===== config.mk =====
export PLATFORM = sky130hd
export DESIGN_NAME = cpu_fetch_ctrl_flat
export DESIGN_NICKNAME = d
export VERILOG_FILES = /design/src/rtl/cpu_fetch_ctrl_if.sv /design/src/rtl/cpu_fetch_ctrl.sv /design/src/flat_wrapper.sv
export SDC_FILE = /design/constraint.sdc
export NUM_CORES = 1
export LEC_CHECK = 0
export ABC_CLOCK_PERIOD_IN_PS = 4400
export CELL_PAD_IN_SITES_DETAIL_PLACEMENT = 1
export CELL_PAD_IN_SITES_GLOBAL_PLACEMENT = 1
export CORE_MARGIN = 2
export CORE_UTILIZATION = 32
export CTS_BUF_LIST = sky130_fd_sc_hd__clkbuf_4
export DETAILED_ROUTE_END_ITERATION = 16
export PLACE_DENSITY = 0.87
export SLEW_MARGIN = 0
export SYNTH_ARGS = -nofsm -noshare
export SYNTH_HDL_FRONTEND = slang
export SYNTH_SLANG_ARGS = --single-unit

===== constraint.sdc =====
create_clock -name clk -period 4.4 [get_ports clk]
set_input_delay 0.88 -clock clk [delete_from_list [all_inputs] [get_ports clk]]
set_output_delay 0.88 -clock clk [all_outputs]
set_load 0.01 [all_outputs]

===== src/rtl/cpu_fetch_ctrl_if.sv =====
// rtl/cpu_fetch_ctrl_if.sv - instruction memory and execute-stage handshake bundle
interface cpu_fetch_ctrl_if;
   logic       mem_req;
   logic [7:0] mem_addr;
   logic       mem_ready;
   logic [7:0] mem_rdata;
   logic [7:0] instr_out;
   logic       instr_valid;
   logic       instr_ack;

   modport master (
      output mem_req, mem_addr, instr_out, instr_valid,
      input  mem_ready, mem_rdata, instr_ack
   );

   modport slave (
      input  mem_req, mem_addr, instr_out, instr_valid,
      output mem_ready, mem_rdata, instr_ack
   );
endinterface


===== src/rtl/cpu_fetch_ctrl.sv =====
// rtl/cpu_fetch_ctrl.sv - fetch sequencer: reads instructions at pc_addr, resolves JMP/HLT, issues the rest
module cpu_fetch_ctrl #(
   parameter logic [7:0] HLT_CODE   = 8'hFF,
   parameter logic [3:0] JMP_NIBBLE = 4'hE,
   parameter int         WAIT_LIMIT = 16
) (
   input  logic                    clk,
   input  logic                    reset,
   input  logic                    run,
   input  logic [7:0]              pc_addr,
   cpu_fetch_ctrl_if.master        bus,
   output logic                    increment,
   output logic                    jumper,
   output logic [7:0]              jumper_d,
   output logic                    halted,
   output logic                    fault
);

   typedef enum logic [2:0] {
      IDLE     = 3'd0,
      FETCH    = 3'd1,
      FETCH_OP = 3'd2,
      ISSUE    = 3'd3,
      HALT     = 3'd4,
      FAULT    = 3'd5
   } state_t;

   localparam logic [7:0] WAIT_LAST = 8'(WAIT_LIMIT - 1);

   state_t     state_q, state_d;
   logic [7:0] ir_q, ir_d;
   logic [7:0] wait_cnt_q, wait_cnt_d;

   always_ff @(posedge clk) begin
      if (!reset) begin
         state_q    <= IDLE;
         ir_q       <= 8'h00;
         wait_cnt_q <= 8'h00;
      end else begin
         state_q    <= state_d;
         ir_q       <= ir_d;
         wait_cnt_q <= wait_cnt_d;
      end
   end

   always_comb begin
      state_d    = state_q;
      ir_d       = ir_q;
      wait_cnt_d = wait_cnt_q;
      case (state_q)
         IDLE: begin
            if (run) begin
               state_d    = FETCH;
               wait_cnt_d = 8'h00;
            end
         end
         FETCH: begin
            if (bus.mem_ready) begin
               ir_d       = bus.mem_rdata;
               wait_cnt_d = 8'h00;
               if (bus.mem_rdata == HLT_CODE)
                  state_d = HALT;
               else if (bus.mem_rdata[7:4] == JMP_NIBBLE)
                  state_d = FETCH_OP;
               else
                  state_d = ISSUE;
            end else if (wait_cnt_q == WAIT_LAST) begin
               state_d = FAULT;
            end else begin
               wait_cnt_d = wait_cnt_q + 8'd1;
            end
         end
         FETCH_OP: begin
            // The operand byte is consumed directly as the jump target; ir keeps the opcode.
            if (bus.mem_ready) begin
               wait_cnt_d = 8'h00;
               state_d    = run ? FETCH : IDLE;
            end else if (wait_cnt_q == WAIT_LAST) begin
               state_d = FAULT;
            end else begin
               wait_cnt_d = wait_cnt_q + 8'd1;
            end
         end
         ISSUE: begin
            if (bus.instr_ack) begin
               wait_cnt_d = 8'h00;
               state_d    = run ? FETCH : IDLE;
            end
         end
         HALT:    state_d = HALT;
         FAULT:   state_d = FAULT;
         default: state_d = IDLE;
      endcase
   end

   // Reset low masks every output in the same cycle, even mid-access.
   always_comb begin
      bus.mem_req     = 1'b0;
      bus.mem_addr    = 8'h00;
      bus.instr_out   = 8'h00;
      bus.instr_valid = 1'b0;
      increment       = 1'b0;
      jumper          = 1'b0;
      jumper_d        = 8'h00;
      halted          = 1'b0;
      fault           = 1'b0;
      if (reset) begin
         bus.instr_out = ir_q;
         case (state_q)
            FETCH: begin
               bus.mem_req  = 1'b1;
               bus.mem_addr = pc_addr;
               increment    = bus.mem_ready && (bus.mem_rdata != HLT_CODE);
            end
            FETCH_OP: begin
               bus.mem_req  = 1'b1;
               bus.mem_addr = pc_addr;
               jumper       = bus.mem_ready;
               jumper_d     = bus.mem_ready ? bus.mem_rdata : 8'h00;
            end
            ISSUE:   bus.instr_valid = 1'b1;
            HALT:    halted = 1'b1;
            FAULT:   fault = 1'b1;
            default: ;
         endcase
      end
   end

endmodule


===== src/flat_wrapper.sv =====
// flat-port wrapper written by rule: the top's interface ports become plain ports
module cpu_fetch_ctrl_flat 
#(
   parameter logic [7:0] HLT_CODE   = 8'hFF,
   parameter logic [3:0] JMP_NIBBLE = 4'hE,
   parameter int         WAIT_LIMIT = 16
)
  (clk, reset, run, pc_addr, increment, jumper, jumper_d, halted, fault, bus_mem_req, bus_mem_addr, bus_instr_out, bus_instr_valid, bus_mem_ready, bus_mem_rdata, bus_instr_ack);
  cpu_fetch_ctrl_if bus_i ();
  input  logic clk;
  input  logic reset;
  input  logic run;
  input  logic [7:0] pc_addr;
  output logic increment;
  output logic jumper;
  output logic [7:0] jumper_d;
  output logic halted;
  output logic fault;
  output wire logic [$bits(bus_i.mem_req)-1:0] bus_mem_req;
  output wire logic [$bits(bus_i.mem_addr)-1:0] bus_mem_addr;
  output wire logic [$bits(bus_i.instr_out)-1:0] bus_instr_out;
  output wire logic [$bits(bus_i.instr_valid)-1:0] bus_instr_valid;
  input wire logic [$bits(bus_i.mem_ready)-1:0] bus_mem_ready;
  input wire logic [$bits(bus_i.mem_rdata)-1:0] bus_mem_rdata;
  input wire logic [$bits(bus_i.instr_ack)-1:0] bus_instr_ack;
  assign bus_mem_req = bus_i.mem_req;
  assign bus_mem_addr = bus_i.mem_addr;
  assign bus_instr_out = bus_i.instr_out;
  assign bus_instr_valid = bus_i.instr_valid;
  assign bus_i.mem_ready = bus_mem_ready;
  assign bus_i.mem_rdata = bus_mem_rdata;
  assign bus_i.instr_ack = bus_instr_ack;
  cpu_fetch_ctrl #(.HLT_CODE(HLT_CODE), .JMP_NIBBLE(JMP_NIBBLE), .WAIT_LIMIT(WAIT_LIMIT)) u_core (.clk(clk), .reset(reset), .run(run), .pc_addr(pc_addr), .bus(bus_i), .increment(increment), .jumper(jumper), .jumper_d(jumper_d), .halted(halted), .fault(fault));
endmodule

Yosys cells after proc, flatten, opt, wreduce, memory -nomap -nowiden:

Cells that the tools add are included.

* mux-type cells: 32
* equal/unequal tests: 12
* reductions and logical operators: 7
* add/subtract/negate cells: 1

Operators by type and width (number)
* 8-bit 2-to-1 mux: 10
* 8-bit one-hot mux with 3 select lines: 1
* 3-bit 2-to-1 mux: 6
* 3-bit one-hot mux with 6 select lines: 1
* 1-bit 2-to-1 mux: 14
* 8-bit by 1-bit adder with 8-bit output (second input constant): 1
* 8-bit by 4-bit equality test with 1-bit output (second input constant): 1
* 8-bit equality test (second input constant): 1
* 8-bit != test (second input constant): 1
* 3-bit by 2-bit equality test with 1-bit output (second input constant): 2
* 3-bit equality test (second input constant): 2
* 4-bit equality test (second input constant): 1
* 2-bit != test (second input constant): 2
* 2-bit AND reduction: 2
* 4-bit AND reduction: 1
* 3-bit by 1-bit equality test with 1-bit output (second input constant): 1
* 3-bit zero test: 1
* 3-bit != test (second input constant): 1
* 3-bit nonzero test: 1
* 2-bit OR reduction: 1
* 1-bit logical AND: 1

* input port bits: 21
* register bits: 19

Depth between registers and ports, before layout:

Gate-level depths: netlist of run 1.

* depth in word-level cells: 5
* depth in mapped cells: 6

Worst setup path after synthesis of run 1:

No wires, ideal clock.

* path kind: input port to output port
* start point: input port reset
* end point: output port jumper_d[0]
* setup slack: 1.754 ns
* required time: 3.520 ns
* stages on the path: 3
* arrival time: 1.766 ns
* cells stage by stage: nand2b_1 > nor3_1 > and2_1

* longest elaborated chain between the ends: 1

RTL lines
* start, declared: RTL line flat_wrapper.sv:11 `input logic reset;`
* 8-bit 2-to-1 mux: RTL line cpu_fetch_ctrl.sv:107 `if (reset) begin`
* end, declared: RTL line flat_wrapper.sv:16 `output logic [7:0] jumper_d;`

Every way passes these cells.

Final worst setup path of run 1:

* start point: input port bus_mem_ready
* end point: output port increment

* longest elaborated chain between the ends: 3

RTL lines
* start, declared: RTL line flat_wrapper.sv:23 `input wire logic [$bits(bus_i.mem_ready)-1:0] bus_mem_ready;`
* 1-bit logical AND: RTL line cpu_fetch_ctrl.sv:113 `increment = bus.mem_ready && (bus.mem_rdata != HLT_CODE);`
* 1-bit 2-to-1 mux: RTL line cpu_fetch_ctrl.sv:109 `case (state_q)`
* 1-bit 2-to-1 mux: RTL line cpu_fetch_ctrl.sv:107
* end, declared: RTL line flat_wrapper.sv:14 `output logic increment;`

Every way passes these cells.

==> flow_summary.json, run 1 <==
{
  "num_rows": 22,
  "die_h_um": 64.6,
  "first_pass_iters": 4,
  "synth-edff-count": 0,
  "fin_ws_ps": 581,
  "synth_warnings": 0,
  "syn-cell-area_um2": 1170,
  "r2r_start": "u_core.state_q[1]",
  "seq_area_um2": 380,
  "start_util_pct": 32.5,
  "ir_worst_vdd_mv": 0.0900,
  "place_area_um2": 1710,
  "pre_cts_slack_ps": 567,
  "tritoncts": "built",
  "numCtsBuffers": 3,
  "final.period_utilization_pct": 86.8,
  "grt_use_total_pct": 17.5,
  "wl_per_cell_um": 14.2,
  "tightest_slew_ps": 1220,
  "antenna_found_initial": 0,
  "clk_latency_ps": 300,
  "clk_pin_slew_ps": 110,
  "syn_nets": 175,
  "synth_seq_area_share_pct": 32.4,
  "rsz0062_at_grt": "false",
  "finClkSkew_ps": 2.66,
  "holdWs_ps": 473,
  "min_period_ps": 3820,
  "synth.distinct_cells": 35,
  "nFillCells": 458,
  "arrival_ps": 2940,
  "dr_total_vias": 1285,
  "synthCells": 153,
  "ys_seq_elements": 19,
  "total_power_mw": 0.358,
  "cp_max_fo": 9,
  "dp_hpwl_mm": 2.75,
  "power_leakage_nw": 0.602,
  "max_cap_violations": 0,
  "grt_max_degree": 26,
  "outcome": "finished clean",
  "layout_common_cells": "clkdlybuf4s50_1 (50), nand2_1 (25), and2_1 (25)",
  "relSlewSlack_pct": 17.2,
  "critPathKind": "input port to primary output",
  "async_flop_share_pct": 0,
  "final_antenna_net_count": 0,
  "dieArea_um2": 4170,
  "gp_congestion": 0.834,
  "clkSinkCount": 19,
  "die_w_um": 64.6,
  "hold_violations": 0,
  "p_per_area_nw_per_um2": 206,
  "end_kind": "primary output",
  "syn_area_per_cell_um2": 7.67,
  "utilization_pct": 48.2,
  "drc": 0,
  "final_common_cell": "clkdlybuf4s50_1",
  "start_kind": "input port",
  "h-tree-depth": 1,
  "grt_pass1_vias": 1292,
  "r2r_end": "u_core.wait_cnt_q[0]",
  "tns_ps": 0,
  "drive_gt1_share_pct": 4.48,
  "core_um2": 3610,
  "drt_iter0_markers": 17,
  "ff2ff_path_depth": 4,
  "hold_buffers": 0,
  "regToRegSetupSlack_ps": 2100,
  "crit_end": "increment",
  "cts_resized": 0,
  "dp.cells": 245,
  "synth_ff_type": "dfxtp_1",
  "cts_root_buf": "clkbuf_4",
  "grt_pass1_wl_mm": 5.90,
  "cts_buffer_depth": 2,
  "crit_start": "bus_mem_ready",
  "design_area_um2": 1740,
  "overflow": 0,
  "hold_path_class": "flip-flop to flip-flop",
  "post-cts-setup-buffers": 0,
  "fin_nets": 224,
  "diodes": 0,
  "finalSetupViolCount": 0,
  "portBuffers": 50,
  "slew_violations": 0,
  "io-pin-count": 51,
  "viasPerCell": 5.16,
  "cp.required_ps": 3520,
  "area_growth_pct": 48.0,
  "finalWirelength_mm": 3.55,
  "max_freq_mhz": 262,
  "final_cells": 249,
  "multi_input_area_um2": 736
}
==> how the worst min path moves through the flow <==
stage	start	end	cells after the start
6_report	u_core.ir_q[2]	u_core.ir_q[2]	2
5_1_grt	u_core.ir_q[0]	u_core.ir_q[0]	2
4_1_cts	u_core.ir_q[2]	u_core.ir_q[2]	2
3_5_place_dp	u_core.ir_q[2]	u_core.ir_q[2]	2
3_3_place_gp	u_core.ir_q[4]	u_core.ir_q[4]	2
2_1_floorplan	u_core.ir_q[5]	u_core.ir_q[5]	2
==> worst max-delay path, stage by stage <==
cell             delay (ps)
clkdlybuf4s50_1         580
nand4bb_1               360
a31oi_1                 390
and2_1                  190
clkdlybuf4s50_1         540
==> synthesized netlist by cell type (3+ instances only) <==
| master | instances | area, um2 |
|---|---|---|
| o21ai_0 | 5 | 25.0 |
| and2_1 | 25 | 156 |
| nand2_1 | 25 | 93.8 |
| nor3_1 | 3 | 15.0 |
| a21boi_0 | 8 | 60.1 |
| clkbuf_1 | 6 | 22.5 |
| or4_1 | 6 | 45.0 |
| nor2_1 | 6 | 22.5 |
| nand3_1 | 5 | 25.0 |
| a21oi_1 | 9 | 45.0 |
| dfxtp_1 | 19 | 380 |
| o31ai_1 | 5 | 37.5 |
| nand2b_1 | 3 | 18.8 |
==> layout make-up <==
class                      instances  area share (%)
clock buffer                       4            1.73
sequential                        19            21.9
timing repair buffer              53            30.1
tap                               48            3.46
multi-input combinational        123            42.4
inverter                           2           0.432
==> power by group <==
group / total, mW / switching, mW / internal, mW
sequential: 0.182 / 0.00557 / 0.177
combinational: 0.0773 / 0.0347 / 0.0426
clock: 0.0978 / 0.0563 / 0.0416
total: 0.358 / 0.0966 / 0.261
==> state kept, by name, indices dropped and copies added, names as in the netlist <==
register,count
u_core.ir_q,8
u_core.wait_cnt_q,8
u_core.state_q,3
==> cell families after synthesis <==
logic type,Yosys count,share of synthesized area (%)
adders and majority gates,1,1.07
AOI/OAI and AO/OA,31,17.3
xor gates and xnor gates,1,0.746
DFF,19,32.4
muxes,2,1.71
and+or+nand+nor,88,41.9
buffers and inverters,11,4.90
==> routing by layer <==
metal / vias up / track usage (%) / wire length [um]
li1: 631 / - / -
met1: 606 / 20.8 / 1520
met2: 45 / 31.1 / 1750
met3: 3 / 4.34 / 250
met4: 0 / 4.79 / 29
met5: - / 0 / 0
Power figures use the tool's default switching activity.
==> inputs of run 2 (changes only) <==
- CELL_PAD_IN_SITES_DETAIL_PLACEMENT: 1 -> 0
- CELL_PAD_IN_SITES_GLOBAL_PLACEMENT: 1 -> 2
- CORE_MARGIN: 2 -> 4
- CORE_UTILIZATION: 32 -> 25
- PLACE_DENSITY: 0.87 -> 0.89
==> run 2 against run 1 <==
Sequential share of layout area fell by 0.25 points. Clock power decreased by 2.0%. Highest routed layer unchanged. Largest power group unchanged. Non-clock buffer count grew 2. Critical endpoint unchanged. Setup slack improved by 200 ps.
==> flow_summary.json, run 2 (synthesis results as in run 1) <==
{
  "outcome": "finished clean",
  "relSlewSlack_pct": 52.8,
  "arrival_ps": 2740,
  "gp_congestion": 0.706,
  "grt_use_total_pct": 11.3,
  "critPathKind": "input port to primary output",
  "clkSinkCount": 19,
  "rsz0062_at_grt": "false",
  "dr_total_vias": 1233,
  "final_antenna_net_count": 0,
  "wl_met2_mm": 1.35,
  "utilization_pct": 39.5,
  "io-pin-count": 51,
  "fin_nets": 226,
  "antenna_found_initial": 0,
  "wl_met1_mm": 1.59,
  "core_um2": 4440,
  "area_growth_pct": 49.7,
  "portBuffers": 50,
  "slew_violations": 0,
  "clk_latency_ps": 290,
  "first_pass_iters": 4,
  "dieArea_um2": 5850,
  "ir_worst_vdd_mv": 0.0743,
  "drc": 0,
  "die_h_um": 76.5,
  "start_util_pct": 26.4,
  "grt_max_degree": 26,
  "finClkSkew_ps": 2.40,
  "power_leakage_nw": 0.612,
  "diodes": 0,
  "dr_wl_met3_um": 298,
  "cp.required_ps": 3520,
  "hold_violations": 0,
  "max_freq_mhz": 276,
  "viasPerCell": 4.84,
  "numCtsBuffers": 3,
  "dp_hpwl_mm": 2.45,
  "clk_pin_slew_ps": 110,
  "overflow": 0,
  "reg_top3": "u_core.ir_q x8, u_core.wait_cnt_q x8, u_core.state_q x3",
  "cp_max_fo": 9,
  "grt_pass1_vias": 1210,
  "finalSetupViolCount": 0,
  "max_cap_violations": 0,
  "p_per_area_nw_per_um2": 202,
  "post-cts-setup-buffers": 0,
  "cts_resized": 0,
  "wl_per_cell_um": 12.7,
  "nFillCells": 472,
  "layout_common_cells": "clkdlybuf4s50_1 (50), nand2_1 (25), and2_1 (25)",
  "grt_pass1_wl_mm": 5.52,
  "die_w_um": 76.5,
  "final.period_utilization_pct": 82.3,
  "hold_buffers": 0,
  "num_rows": 24,
  "start_kind": "input port",
  "cts_root_buf": "clkbuf_4",
  "hold_path_class": "flip-flop to flip-flop",
  "end_kind": "primary output",
  "tns_ps": 0,
  "final_common_cell": "clkdlybuf4s50_1",
  "h-tree-depth": 1,
  "drive_gt1_share_pct": 5.42,
  "top_layer_used": "met4",
  "min_period_ps": 3620,
  "drt_iter0_markers": 68,
  "cts_buffer_depth": 2,
  "tritoncts": "built",
  "tightest_slew_ps": 700,
  "finalWirelength_mm": 3.24
}
-- run 2: cell count changes in the layout (fill, tap and decap cells not counted), sizes merged --
cell / before / now
buf: 3 / 5
-- run 2: worst paths after layout --
| path | startpoint | end | slack (ps) | cells after the start |
|---|---|---|---|---|
| worst max-delay path | bus_mem_ready | increment | 780 | 6 |
| worst min-delay path | u_core.ir_q[5] | u_core.ir_q[5] | 470 | 2 |
| worst max register to register | u_core.state_q[1] | u_core.wait_cnt_q[4] | 2390 | 4 |
| worst min register to register | u_core.ir_q[5] | u_core.ir_q[5] | 470 | 2 |
-- run 2: per-layer routing --
metal | global-route usage, % | vias up
met5 | 0 | -
met4 | 3.26 | 0
met3 | 4.61 | 2
met2 | 17.0 | 45
met1 | 14.9 | 550
li1 | - | 636
-- run 2: final cells by class --
type	count	area [um2]	area share (%)
clock buffers	4	30.0	1.71
multi-input cells	123	736	41.9
inverters	2	7.51	0.427
flip-flops and latches	19	380	21.7
repair buffers	55	538	30.6
well taps	52	65.1	3.70
-- run 2: per-stage QoR --
step / worst slack [ps] / cells / hold slack [ps] / total power [mW] / cell area [um2]
after global routing: 582 / 255 / 489 / 0.377 / 1760
final: 779 / 255 / 466 / 0.354 / 1760
after detailed placement: 789 / 251 / 452 / 0.263 / 1730
after CTS: 770 / 255 / 469 / 0.362 / 1760
after global placement: 827 / 251 / 451 / 0.264 / 1730
after floorplan: 1750 / 153 / 439 / 0.223 / 1170
-- run 2: power breakdown --
part / internal (mW) / leakage [nW] / switching, mW
sequential: 0.177 / 0.154 / 0.00557
clock: 0.0414 / 0.0184 / 0.0544
combinational: 0.0432 / 0.439 / 0.0330
-- run 2: critical path, stage by stage --
cell             delay, ps
clkdlybuf4s50_1        590
nand4bb_1              130
buf_4                  190
a31oi_1                230
and2_1                 170
clkdlybuf4s50_1        540
==> inputs of run 3 (changes only) <==
- ABC_CLOCK_PERIOD_IN_PS: 4400 -> 3470
- CORE_UTILIZATION: 25 -> 23
- PLACE_DENSITY: 0.89 -> 0.82
- clock period: 4.4 -> 3.47 ns (I/O delays scaled with it)
==> run 3 against run 2 <==
Sequential share of layout area is 0.41 points lower. Routed wire length increased by 3.2%. Design area up 1.9%. Global-route usage is 0.11 points higher. Power up 27%. Setup slack lost 460 ps. Non-clock buffer count rose by 2. Die area is 7.8% higher.
==> flow_summary.json, run 3 (synthesis results as in run 1) <==
{
  "outcome": "finished clean",
  "clk_pin_slew_ps": 100,
  "final_common_cell": "clkdlybuf4s50_1",
  "grt_pass1_wl_mm": 5.84,
  "tns_ps": 0,
  "r2r_start": "u_core.state_q[1]",
  "regToRegSetupSlack_ps": 1540,
  "clk_latency_ps": 310,
  "hold_buffers": 0,
  "cts_resized": 0,
  "post-cts-setup-buffers": 0,
  "clkSinkCount": 19,
  "layout_common_cells": "clkdlybuf4s50_1 (50), nand2_1 (25), and2_1 (25)",
  "tightest_slew_ps": 475,
  "tritoncts": "built",
  "drc": 0,
  "numCtsBuffers": 3,
  "wl_per_cell_um": 12.3,
  "dr_total_vias": 1257,
  "final.period_utilization_pct": 90.8,
  "critPathKind": "input port to primary output",
  "finalSetupViolCount": 0,
  "max_freq_mhz": 317,
  "end_kind": "primary output",
  "max_cap_violations": 0,
  "gp_congestion": 0.700,
  "h-tree-depth": 1,
  "io-pin-count": 51,
  "cpMaxStageDelayCell": "clkdlybuf4s50_1",
  "cts_root_buf": "clkbuf_4",
  "holdWs_ps": 465,
  "diodes": 0,
  "grt_use_total_pct": 11.4,
  "p_per_area_nw_per_um2": 251,
  "first_pass_iters": 4,
  "min_period_ps": 3150,
  "grt_pass1_vias": 1279,
  "reg_top3": "u_core.ir_q x8, u_core.wait_cnt_q x8, u_core.state_q x3",
  "power_leakage_nw": 0.617,
  "antenna_found_initial": 0,
  "cp_max_fo": 7,
  "hold_path_class": "flip-flop to flip-flop",
  "overflow": 0,
  "timing.critical_path.slowest_cell_delay_ps": 600,
  "r2r_end": "u_core.wait_cnt_q[6]",
  "cts_buffer_depth": 2,
  "fin_nets": 228,
  "slew_violations": 0,
  "hold_violations": 0,
  "finClkSkew_ps": 15.5,
  "total_power_mw": 0.449,
  "viasPerCell": 4.62,
  "finalWirelength_mm": 3.35,
  "start_util_pct": 24.4,
  "rsz0062_at_grt": "false",
  "start_kind": "input port",
  "cpMostUsedCell": "clkdlybuf4s50_1",
  "cp.required_ps": 2780,
  "ir_worst_vdd_mv": 0.112,
  "arrival_ps": 2460,
  "drt_iter0_markers": 82,
  "hold_depth": 2,
  "area_growth_pct": 52.6,
  "num_rows": 25,
  "ff2ff_path_depth": 4,
  "die_w_um": 79.4,
  "crit_path_cell_trace": "clkdlybuf4s50_1 > nand4bb_1 > a31oi_1 > and2_1 > clkdlybuf4s50_1",
  "grt_max_degree": 26,
  "nFillCells": 517,
  "hold_start": "u_core.ir_q[7]",
  "core_um2": 4820,
  "holdPathEnd": "u_core.ir_q[7]",
  "portBuffers": 50,
  "drive_gt1_share_pct": 6.34,
  "dieArea_um2": 6310,
  "dp_hpwl_mm": 2.54,
  "relSlewSlack_pct": 68.4,
  "final_antenna_net_count": 0,
  "die_h_um": 79.4
}
==> run 3: per-layer routing <==
layer | wire length [um] | part of all wire [%] | vias to the layer above | track usage [%]
li1 | - | - | 644 | -
met1 | 1590 | 48 | 554 | 15.3
met2 | 1370 | 41 | 57 | 16.9
met3 | 365 | 11 | 2 | 4.29
met4 | 16 | 0.48 | 0 | 3.61
met5 | 0 | 0 | - | 0
==> run 3: layout make-up <==
class | instances | area, um2 | area share (%)
timing repair buffer | 57 | 553 | 30.9
inverter | 2 | 7.51 | 0.419
multi-input combinational | 123 | 736 | 41.1
clock inverter | 1 | 7.51 | 0.419
sequential | 19 | 380 | 21.2
tap | 67 | 83.8 | 4.68
clock buffer | 3 | 22.5 | 1.26
==> run 3: where the power goes <==
| group | switching, mW | internal, mW | total, mW |
|---|---|---|---|
| Clock | 0.0738 | 0.0439 | 0.118 |
| Combinational | 0.0432 | 0.0571 | 0.100 |
| Sequential | 0.00703 | 0.224 | 0.231 |
| Total | 0.124 | 0.325 | 0.449 |
==> run 3: per-stage QoR <==
| stage | util, % | instance area [um2] | cells | setup WS [ps] |
|---|---|---|---|---|
| 6_report | 37.2 | 1790 | 272 | 318 |
| 5_1_grt | 37.2 | 1790 | 272 | 168 |
| 4_1_cts | 37.2 | 1790 | 272 | 331 |
| 3_5_place_dp | 36.5 | 1760 | 268 | 352 |
| 3_3_place_gp | 36.5 | 1760 | 268 | 348 |
| 2_1_floorplan | - | 1170 | 153 | 1200 |
==> run 3: worst max path at each step <==
stage	cells past startpoint	end	start
2_1_floorplan	3	jumper_d[0]	reset
3_3_place_gp	6	jumper_d[4]	bus_mem_ready
3_5_place_dp	5	increment	bus_mem_ready
4_1_cts	5	increment	bus_mem_ready
5_1_grt	6	jumper_d[5]	bus_mem_ready
6_report	5	increment	bus_mem_ready
==> run 3: critical path: cells and delay by family <==
kind,cells,cell delay (ps)
AOI/OAI and AO/OA,1,280
buffers and inverters,2,1150
and+or+nand+nor,2,340
